==> src/rtl/fifo_wr_arb_if.sv <==
// rtl/fifo_wr_arb_if.sv - requester streams and FIFO write port of fifo_wr_arb
interface fifo_wr_arb_if #(
  parameter int NREQ  = 4,
  parameter int DSIZE = 8
);
  logic [NREQ-1:0]         req_valid;
  logic [NREQ*DSIZE-1:0]   req_data;
  logic [NREQ-1:0]         req_last;
  logic [NREQ-1:0]         req_ready;
  logic [DSIZE-1:0]        wdata;
  logic                    winc;
  logic                    wfull;
  logic [$clog2(NREQ)-1:0] grant_id;
  logic                    busy;

  modport master (
    input  req_valid, req_data, req_last, wfull,
    output req_ready, wdata, winc, grant_id, busy
  );

  modport slave (
    output req_valid, req_data, req_last, wfull,
    input  req_ready, wdata, winc, grant_id, busy
  );
endinterface

==> src/rtl/fifo_wr_arb.sv <==
// rtl/fifo_wr_arb.sv - round-robin burst arbiter sharing the async FIFO write port
module fifo_wr_arb #(
  parameter int NREQ  = 4,
  parameter int DSIZE = 8,
  parameter int BURST = 4
) (
  input  logic          wclk,
  input  logic          wrst,
  fifo_wr_arb_if.master bus
);
  localparam int IW = $clog2(NREQ);
  localparam int CW = $clog2(BURST + 1);

  typedef enum logic {IDLE, GRANT} state_t;

  state_t        state, state_nxt;
  logic [IW-1:0] grant_q, grant_nxt, rr_ptr, rr_nxt, pick, grant_inc;
  logic [CW-1:0] count, count_nxt;
  logic          found, transfer, release_now;
  int            idx;

  // first valid requester at or after rr_ptr, wrapping modulo NREQ
  always_comb begin
    pick  = '0;
    found = 1'b0;
    idx   = 0;
    for (int k = 0; k < NREQ; k++) begin
      idx = (int'(rr_ptr) + k) % NREQ;
      if (!found && bus.req_valid[IW'(idx)]) begin
        pick  = IW'(idx);
        found = 1'b1;
      end
    end
  end

  assign grant_inc = (grant_q == IW'(NREQ - 1)) ? '0 : grant_q + 1'b1;
  assign transfer  = (state == GRANT) && bus.req_valid[grant_q] && !bus.wfull && !wrst;
  assign release_now = (transfer && (bus.req_last[grant_q] || count == CW'(BURST - 1)))
                     || !bus.req_valid[grant_q];

  always_ff @(posedge wclk) begin
    if (wrst) begin
      state   <= IDLE;
      grant_q <= '0;
      rr_ptr  <= '0;
      count   <= '0;
    end else begin
      state   <= state_nxt;
      grant_q <= grant_nxt;
      rr_ptr  <= rr_nxt;
      count   <= count_nxt;
    end
  end

  always_comb begin
    state_nxt = state;
    grant_nxt = grant_q;
    rr_nxt    = rr_ptr;
    count_nxt = count;
    case (state)
      IDLE: begin
        if (found) begin
          grant_nxt = pick;
          count_nxt = '0;
          state_nxt = GRANT;
        end
      end
      GRANT: begin
        if (transfer) count_nxt = count + 1'b1;
        // wfull alone never releases; last counts only once it is accepted
        if (release_now) begin
          state_nxt = IDLE;
          rr_nxt    = grant_inc;
          count_nxt = '0;
        end
      end
      default: state_nxt = IDLE;
    endcase
  end

  always_comb begin
    bus.req_ready = '0;
    if (transfer) bus.req_ready[grant_q] = 1'b1;
    bus.winc     = transfer;
    bus.wdata    = (state == GRANT) ? bus.req_data[grant_q*DSIZE +: DSIZE] : '0;
    bus.grant_id = grant_q;
    bus.busy     = (state == GRANT);
  end
endmodule

==> src/flat_wrapper.sv <==
// flat-port wrapper written by rule: the top's interface ports become plain ports
module fifo_wr_arb_flat 
#(
  parameter int NREQ  = 4,
  parameter int DSIZE = 8,
  parameter int BURST = 4
)
  (wclk, wrst, bus_req_valid, bus_req_data, bus_req_last, bus_wfull, bus_req_ready, bus_wdata, bus_winc, bus_grant_id, bus_busy);
  fifo_wr_arb_if #(.NREQ(NREQ), .DSIZE(DSIZE)) bus_i ();
  input  logic wclk;
  input  logic wrst;
  input wire logic [$bits(bus_i.req_valid)-1:0] bus_req_valid;
  input wire logic [$bits(bus_i.req_data)-1:0] bus_req_data;
  input wire logic [$bits(bus_i.req_last)-1:0] bus_req_last;
  input wire logic [$bits(bus_i.wfull)-1:0] bus_wfull;
  output wire logic [$bits(bus_i.req_ready)-1:0] bus_req_ready;
  output wire logic [$bits(bus_i.wdata)-1:0] bus_wdata;
  output wire logic [$bits(bus_i.winc)-1:0] bus_winc;
  output wire logic [$bits(bus_i.grant_id)-1:0] bus_grant_id;
  output wire logic [$bits(bus_i.busy)-1:0] bus_busy;
  assign bus_i.req_valid = bus_req_valid;
  assign bus_i.req_data = bus_req_data;
  assign bus_i.req_last = bus_req_last;
  assign bus_i.wfull = bus_wfull;
  assign bus_req_ready = bus_i.req_ready;
  assign bus_wdata = bus_i.wdata;
  assign bus_winc = bus_i.winc;
  assign bus_grant_id = bus_i.grant_id;
  assign bus_busy = bus_i.busy;
  fifo_wr_arb #(.NREQ(NREQ), .DSIZE(DSIZE), .BURST(BURST)) u_core (.wclk(wclk), .wrst(wrst), .bus(bus_i));
endmodule
==> config.mk <==
export PLATFORM = sky130hd
export DESIGN_NAME = fifo_wr_arb_flat
export DESIGN_NICKNAME = d
export VERILOG_FILES = /design/src/rtl/fifo_wr_arb_if.sv /design/src/rtl/fifo_wr_arb.sv /design/src/flat_wrapper.sv
export SDC_FILE = /design/constraint.sdc
export NUM_CORES = 1
export LEC_CHECK = 0
export CAP_MARGIN = 10
export CORE_AREA = 3 3 49 69
export DETAILED_ROUTE_END_ITERATION = 16
export DIE_AREA = 0 0 52 72
export PLACE_DENSITY = 0.72
export SLEW_MARGIN = 20
export SYNTH_ARGS = -nofsm -noshare
export SYNTH_HDL_FRONTEND = slang
export SYNTH_SLANG_ARGS = --single-unit
==> constraint.sdc <==
create_clock -name wclk -period 1.75 [get_ports wclk]
set_input_delay 0.175 -clock wclk [delete_from_list [all_inputs] [get_ports wclk]]
set_output_delay 0.175 -clock wclk [all_outputs]
set_load 0.01 [all_outputs]
======== After elaboration in Yosys (flattened, before gate mapping) ========
Index checks and enable logic that the tools add are counted.
word-level totals
  flip-flop bits (word level) ............. 8
  output and inout port bits .............. 16
  logic and storage cells ................. 76
operators by class
  $add $sub $neg .......................... 5
  order comparisons ....................... 6
  eq/ne operators ......................... 4
  shift operators ......................... 1
  mux-type cells .......................... 36
  bitwise operators ....................... 1
  reduce and logical (&&, ||, !) cells .... 19
operators with widths
  cell                                                  number
  indexed part select 32 x 6 -> 8 bit                   1
  2-to-1 mux 1 bit                                      17
  < comparator 2 x 4 -> 1 bit (second input constant)   4
  binary-select mux 1 bit (select 2 bit)                6
  2-to-1 mux 2 bit                                      5
  2-to-1 mux 3 bit                                      3
  logical AND 1 bit                                     8
  2-to-1 mux 8 bit                                      1
  zero test 1 bit                                       6
  one-hot mux 3 bit (2 select lines)                    1
  AND reduction 2 bit                                   3
  adder 2 x 1 -> 2 bit (second input constant)          2
  adder 2 bit (second input constant)                   2
  2-to-1 mux 4 bit                                      1
  adder 3 x 1 -> 3 bit (second input constant)          1
  equality test 3 x 2 -> 1 bit (second input constant)  1
  < comparator 2 x 3 -> 1 bit (second input constant)   1
  != test 3 bit (second input constant)                 1
  demux 1 bit (select 2 bit)                            1
  equality test 2 bit (second input constant)           1
  >= comparator 2 x 1 -> 1 bit (second input constant)  1
  logical OR 1 bit                                      2
  != test 2 x 1 -> 1 bit (second input constant)        1
  one-hot mux 1 bit (2 select lines)                    1
  NOT 1 bit                                             1

======== Longest topological paths before layout ========
Gate-level depths: netlist (run 1).
  depth in word-level cells ............... 15
  mapped depth ............................ 5

======== Worst setup path after synthesis (run 1) ========
OpenSTA, ideal clock, no wires.
  path type ............................... register to register
  start ................................... register u_core.grant_q[0], in the netlist u_core.bus.grant_id[0]
  end ..................................... register u_core.rr_ptr[0]
  data arrival time ....................... 1.595 ns
  required time ........................... 1.629 ns
  setup slack ............................. 0.034 ns
  cell stages (with the launch flop) ...... 5
  clock period less this slack ............ 1.716 ns
  path through ............................ dfxtp_1 > mux4_2 > nand2b_4 > o31ai_2 > mux2_4
on the way
  word-level cells in the longest chain between the ends .. 8
ends and longest elaborated chain
  item                                    line                                  RTL
  start: declaration                      fifo_wr_arb.sv:17                     logic [IW-1:0] grant_q, grant_nxt, rr_ptr, rr_nxt, pick, grant_inc;
  start signal: assignment                fifo_wr_arb.sv:49                     grant_q <= grant_nxt;
  binary-select mux 1 bit (select 2 bit)  fifo_wr_arb.sv:37, fifo_wr_arb.sv:39
  2-to-1 mux 1 bit (implied by the code)  fifo_wr_arb.sv:37, fifo_wr_arb.sv:39
  logical AND 1 bit (3 in series)         fifo_wr_arb.sv:37                     assign transfer = (state == GRANT) && bus.req_valid[grant_q] && !bus.wfull && !wrst;
  logical AND 1 bit                       fifo_wr_arb.sv:38                     assign release_now = (transfer && (bus.req_last[grant_q] || count == CW'(BURST - 1)))
  logical OR 1 bit                        fifo_wr_arb.sv:39                     || !bus.req_valid[grant_q];
  AND reduction 2 bit (no source line)    --
  end signal: assignment                  fifo_wr_arb.sv:50                     rr_ptr <= rr_nxt;
  end: declaration                        fifo_wr_arb.sv:17
Several ways; a longest one is shown, not always the timed one. The select of a mux whose other input is x is not followed.
A chain may end at the register's enable or synchronous reset.

======== Worst setup path in the final report (run 1) ========
  start ................................... register u_core.grant_q[0], in the netlist u_core.bus.grant_id[0]
  end ..................................... output bus_req_ready[2]
on the way
  word-level cells in the longest chain between the ends .. 6
ends and longest elaborated chain
  item                                                                                 line                RTL
  parallel branches: the longest is 5 deep, another holds < comparator 2 x 3 -> 1 bit  --
  2-to-1 mux 4 bit *                                                                   fifo_wr_arb.sv:83   if (transfer) bus.req_ready[grant_q] = 1'b1;
  end: declaration                                                                     flat_wrapper.sv:16  output wire logic [$bits(bus_i.req_ready)-1:0] bus_req_ready;
Mark *: on every way between the ends. The select of a mux whose other input is x is not followed.

==> run metrics, run 1 <==
routability congestion estimate from global placement=0.806; DR DRC count=0; RSZ-0062 raised after global routing=yes; WL/cell=15.1 um; combinational power share=0.500; drt first pass iters=2; register area share after synthesis=0.178; remaining antenna violation count after routing=0; endpoints failing setup=4; die height=72 um; ys flop type=dfxtp_1; final WL=3230 um; post-synthesis cell count=94; starting density of the core=0.316; cell row count=23; Max-slew headroom=0.759; Area Growth Syn to Fin=96.2%; Post-synth EDFFs=0; CTS max path bufs=2; Arrival @ worst endpoint=1600 ps; fmax=0.564 GHz; synth unique cells=31; final hold violations=0; worst path bufs/invs=1; fin crit share=1.01; critical path endpoint category=primary output; pre-CTS WS=-472 ps; Filler cells=245; crit path cell chain=mux4_2 -> and3_4 -> and2_1 -> buf_2; Chip Width=52 um; critical setup path kind=register to primary output; CTS root buf=clkbuf_8; pin count of the biggest net entering global routing=14; met3 wire len=260 um; via count=1045; clock-pin slew on the worst setup and hold paths=40 ps; Sequential Power Share=0.248; Worst Hold Class=register to register; number of global-route vias before repair=1098; Mapped Avg Cell Area=9.57 sq um; initial antenna violation count=0; dpl cells=207; CP max stage cell=mux4_2; # IOs=59; max-slew violations=0; utilization after layout=0.620; Mapped Area=900 sq um; total of max-cap violations=0; share of cells above drive strength 1=0.367; Yosys warnings=0; NetSw=244 uW; WL met2=1790 um; htree depth=1; LEAKAGE=0.000729 uW; placed cell areas=1680 sq um; Slew @ Worst Pin=362 ps; Final min period=1770 ps; Avg Vias per Cell=4.88; flop and latch count out of synthesis=8; fin nets=228; first-pass GRT wire length=5000 um; final hold slack=485 ps; maximum VDD drop=0.298 mV; Sinks on Clock Net=8; Crit Path Max Fanout=5; internal power=624 uW; final instance area=1770 sq um; Metal-1 WL=1160 um; async set-reset flop share out of synthesis=0; clock power share=0.252; Syn Nets=143; Total GRT Usage=0.175; CTS tree=yes; failing checks=setup timing; top routing layer in use=met4; ant diodes=0; Power Dens Cells=492 nW/um^2; critical path startpoint category=register; total CTS buffers=3; DIE AREA=3740 sq um; clock latency on the worst-skew pair=220 ps; final setup skew=1.74 ps; Port-buffer cells=58; CP required=1570 ps; Sw Share=0.281; final setup margin=-22.7 ps; GR Overflow Total=0; status=finished with violations; Final Non-Filler Cells=214; core area=2850 sq um; crit-path max cell delay=520 ps; initial DRC count=18; kind of cell adding the most delay to the critical path=multiplexers; Post-DP HPWL=2690 um
[cells in the final DEF (no fill, tap or decap), types with 2 or more instances in the layout]
cell / Yosys / final
ha_1: 6 / 6
buf_4: 0 / 23
clkdlybuf4s50_1: 0 / 44
nor2b_1: 6 / 6
buf_8: 0 / 2
inv_1: 6 / 6
and2_1: 13 / 9
buf_6: 0 / 5
mux4_2: 9 / 9
buf_2: 1 / 9
a21oi_1: 4 / 4
mux2i_1: 2 / 2
nand2_1: 3 / 3
and2_4: 0 / 4
o211ai_1: 3 / 3
o21ai_0: 3 / 2
o31ai_4: 1 / 2
dfxtp_1: 8 / 6
o2bb2ai_1: 2 / 2
nand2b_1: 3 / 3
nor2_1: 7 / 7
clkbuf_8: 0 / 3
[path summary, 6_finish.rpt]
| kind | from | endpoint | slack, ps | cells past startpoint |
|---|---|---|---|---|
| max | u_core.bus.grant_id[0] | bus_req_ready[2] | -20 | 4 |
| min | u_core.count[1] | u_core.count[1] | 480 | 2 |
| max reg2reg | u_core.bus.grant_id[1] | u_core.rr_ptr[0] | 60 | 5 |
| min reg2reg | u_core.count[1] | u_core.count[1] | 480 | 2 |
[synthesized netlist by cell type, drive strengths merged (2+ instances only)]
cell type	instances	area share
and2	13	0.090
mux4	9	0.23
dfxtp	8	0.18
nor2	7	0.029
ha	6	0.083
inv	6	0.025
nor2b	6	0.042
a21oi	4	0.022
nand2b	4	0.036
clkbuf	3	0.013
nand2	3	0.013
o211ai	3	0.025
o21ai	3	0.017
mux2	2	0.029
mux2i	2	0.022
o2bb2ai	2	0.019
o31ai	2	0.038
[worst register-to-register path, stage by stage (launching register included)]
cell,delay (ps)
dfxtp_2,360
buf_8,150
mux2_2,380
o31ai_4,290
o31ai_4,100
mux2_4,300
[stage by stage]
step / setup TNS (ps) / power [uW]
after floorplan: 0 / 398
after global placement: -3770 / 620
after detailed placement: -4480 / 630
after CTS: -53.4 / 862
after global routing: -198 / 918
final: -41.0 / 868
[area by class of cell]
class	count	area [sq um]	share of cell area
flip-flops and latches	8	165	0.0936
well taps	37	46.3	0.0262
multi-input cells	76	737	0.417
inverters	6	22.5	0.0128
repair buffers	84	753	0.427
clock buffers	3	41.3	0.0234
[registers in the layout (all words and copies together), names as in the netlist]
name	cells
u_core.rr_ptr	2
u_core.count	3
u_core.bus.busy	1
u_core.bus.grant_id	2
[kinds of logic (layout without fill, tap and decap cells)]
| logic type | after synthesis | after routing | synth area share |
|---|---|---|---|
| and+or+nand+nor | 38 | 38 | 0.245 |
| buffers and inverters | 10 | 93 | 0.0431 |
| adders and majority gates | 6 | 6 | 0.0834 |
| DFF | 8 | 8 | 0.178 |
| muxes | 13 | 13 | 0.277 |
| AOI/OAI and AO/OA | 19 | 19 | 0.174 |
[power by group through the flow]
stage,Sequential (uW),Combinational [uW],Clock (uW)
after floorplan,220,178,0
after global placement,214,406,0
after detailed placement,215,415,0
after CTS,214,421,227
after global routing,218,465,236
final,215,434,218
[per-layer routing]
| metal | track usage | up-vias |
|---|---|---|
| met5 | 0 | - |
| met4 | 0.0262 | 0 |
| met3 | 0.0493 | 2 |
| met2 | 0.355 | 40 |
| met1 | 0.168 | 492 |
| li1 | - | 511 |
[repair_timing]
| action | 4_1_cts | 5_1_grt |
|---|---|---|
| resized for setup | 66 | 8 |
| hold buffers | 0 | 0 |
| buffers inserted | 3 | 1 |
| pin swaps | 3 | 3 |
| endpoints found under the setup margin | 17 | 12 |
Note: power is estimated with default switching activity, not from simulation.
==> inputs of run 2 (changes only) <==
- CAP_MARGIN: 10 -> default
- GPL_ROUTABILITY_DRIVEN: default -> 0
==> results of run 2 <==
Final layout, timing and power as in run 1 (identical DEF).
==> inputs of run 3 (changes only) <==
- CORE_AREA: 3 3 49 69 -> 3 3 45 47
- DIE_AREA: 0 0 52 72 -> 0 0 48 50
- DONT_BUFFER_PORTS: default -> 1
- PLACE_DENSITY: 0.72 -> 0.68
==> run 3 against run 2 <==
The run now ends clean. Sequential share of layout area grew 6.5 points. Total power shrank 31%. Via count shrank 27%. Clock skew grew 9.2 ps. Worst hold slack lost 400 ps. Fmax grew 3.7%. Design area shrank 42%. Non-clock buffer count shrank 76. Clock-buffer cell count is the same. Setup slack gained 63 ps. Global-route usage grew 0.92 points. Die area shrank 36%.
==> run metrics, run 3 (synthesis gave the netlist of run 1 again) <==
final hold slack=84.4 ps (was 485 ps); CTS root buf=clkbuf_4 (was clkbuf_8); total of max-cap violations=0 (unchanged); # IOs=59 (unchanged); max FFs per register=3 (unchanged); Total GRT Usage=0.184 (was 0.175); CP required=1570 ps (about the same); maximum VDD drop=0.329 mV (was 0.298 mV); Final Non-Filler Cells=118 (was 214); Crit Path Max Fanout=5 (unchanged); core area=1690 sq um (was 2850 sq um); Post-DP HPWL=1630 um (was 2690 um); DIE AREA=2400 sq um (was 3740 sq um); Avg Vias per Cell=6.48 (was 4.88); final setup skew=10.9 ps (was 1.74 ps); via count=765 (was 1045); Worst Hold Class=input port to register (was register to register); dpl cells=114 (was 207); clock latency on the worst-skew pair=260 ps (was 220 ps); total CTS buffers=3 (unchanged); Arrival @ worst endpoint=1530 ps (was 1600 ps); critical setup path kind=register to primary output (unchanged); initial DRC count=15 (was 18); CP max stage cell=mux4_2 (unchanged); hold path depth=2 (unchanged); final WL=2160 um (was 3230 um); DR DRC count=0 (unchanged); first-pass GRT wire length=3240 um (was 5000 um); critical path endpoint category=primary output (unchanged); Port-buffer cells=0 (was 58); CTS max path bufs=2 (unchanged); worst path bufs/invs=0 (was 1); endpoints failing setup=0 (was 4); fmax=0.585 GHz (was 0.564 GHz); Power Dens Cells=586 nW/um^2 (was 492 nW/um^2); final hold violations=0 (unchanged); die height=50 um (was 72 um); fin nets=152 (was 228); Overall Power=602 uW (was 868 uW); htree depth=1 (unchanged); kind of cell adding the most delay to the critical path=multiplexers (unchanged); number of global-route vias before repair=764 (was 1098); drt first pass iters=4 (was 2); LEAKAGE=0.000380 uW (was 0.000729 uW); Max-slew headroom=0.693 (was 0.759); Slew @ Worst Pin=456 ps (was 362 ps); starting density of the core=0.533 (was 0.316); Sinks on Clock Net=8 (unchanged); initial antenna violation count=0 (unchanged); pre-CTS WS=55.2 ps (was -472 ps); share of cells above drive strength 1=0.327 (was 0.367); setup TNS=0 ps (was -41.0 ps); R2R depth=5 (unchanged); CTS tree=yes (unchanged); ant diodes=0 (unchanged); Area Growth Syn to Fin=14.2% (was 96.2%); grt peak-use layer=met2 (unchanged); status=complete, no violations (was finished with violations); Post CTS Setup Buffer Count=0 (was 3); critical path startpoint category=register (unchanged); WL/cell=18.3 um (was 15.1 um); met3 Track Usage GR=0.0547 (was 0.0493); internal reg-to-reg setup slack=80 ps (was 60 ps); clock-pin slew on the worst setup and hold paths=60 ps (was 40 ps); Largest Register=u_core.count (unchanged); crit-path max cell delay=550 ps (was 520 ps); Chip Width=48 um (was 52 um); fin crit share=0.977 (was 1.01); GR Overflow Total=0 (unchanged); Crit. path cell count=3 (was 4); Final min period=1710 ps (was 1770 ps); cell row count=15 (was 23); max-slew violations=0 (unchanged); routing usage on met2=0.297 (was 0.355); final setup margin=40.4 ps (was -22.7 ps); crit path cell chain=mux4_2 -> and3_4 -> and2_4 (was mux4_2 -> and3_4 -> and2_1 -> buf_2); GR Layer Usage met1=0.214 (was 0.168); pin count of the biggest net entering global routing=19 (was 14); leading cell types in the layout, fill and taps excluded=mux4_2, and2_1, nor2_1 (was clkdlybuf4s50_1, buf_4, mux4_2, and2_1, buf_2); remaining antenna violation count after routing=0 (unchanged)
-- run 3: changes by cell type in the layout (fill, tap and decap cells not counted), sizes merged --
| cell | change |
|---|---|
| buf | -32 |
| clkdlybuf4s50 | -44 |
| dlygate4sd2 | -1 |
| dlygate4sd3 | +1 |
-- run 3: worst register-to-register path, stage by stage (launching register included) --
cell,delay [ps]
dfxtp_1,330
ha_1,200
ha_1,220
a2111oi_4,370
o31ai_2,130
mux2_4,300
-- run 3: worst paths after layout --
kind,startpoint,end
setup reg to reg,u_core.count[0],u_core.rr_ptr[0]
hold / removal,wrst,u_core.count[2]
hold reg to reg,u_core.count[1],u_core.count[1]
setup / recovery,u_core.bus.grant_id[0],bus_req_ready[3]
-- run 3: final cells by class --
cell class,count,area [sq um]
multi-input cells,76,728
fillers,149,662
flip-flops and latches,8,163
repair buffers,8,70.1
clock buffers,3,22.5
inverters,6,22.5
well taps,17,21.3
-- run 3: metal layers --
layer | wire length, um | vias to the layer above | part of all wire
li1 | - | 362 | -
met1 | 863 | 356 | 0.40
met2 | 1070 | 40 | 0.50
met3 | 187 | 7 | 0.087
met4 | 37 | 0 | 0.017
met5 | 0 | - | 0
-- run 3: per-stage QoR --
step | area (sq um) | util
global placement | 957 | 0.567
floorplan | 900 | -
detailed placement | 957 | 0.567
finish | 1030 | 0.608
global route | 1030 | 0.608
CTS | 1000 | 0.592
-- run 3: power breakdown --
group          leakage (uW)  internal [uW]  switching (uW)
registers         0.0000662            196            15.7
clock network     0.0000138           79.0            71.4
logic              0.000300            127             113
total              0.000380            402             200
-- run 3: what timing repair did --
| action | in CTS | in global routing |
|---|---|---|
| pin swaps | 0 | 5 |
| endpoints found under the hold margin | 3 | 0 |
| cloned | 0 | 0 |
| endpoints found under the setup margin | 12 | 11 |
| gates resized for setup | 3 | 8 |
| hold buffers | 1 | 0 |
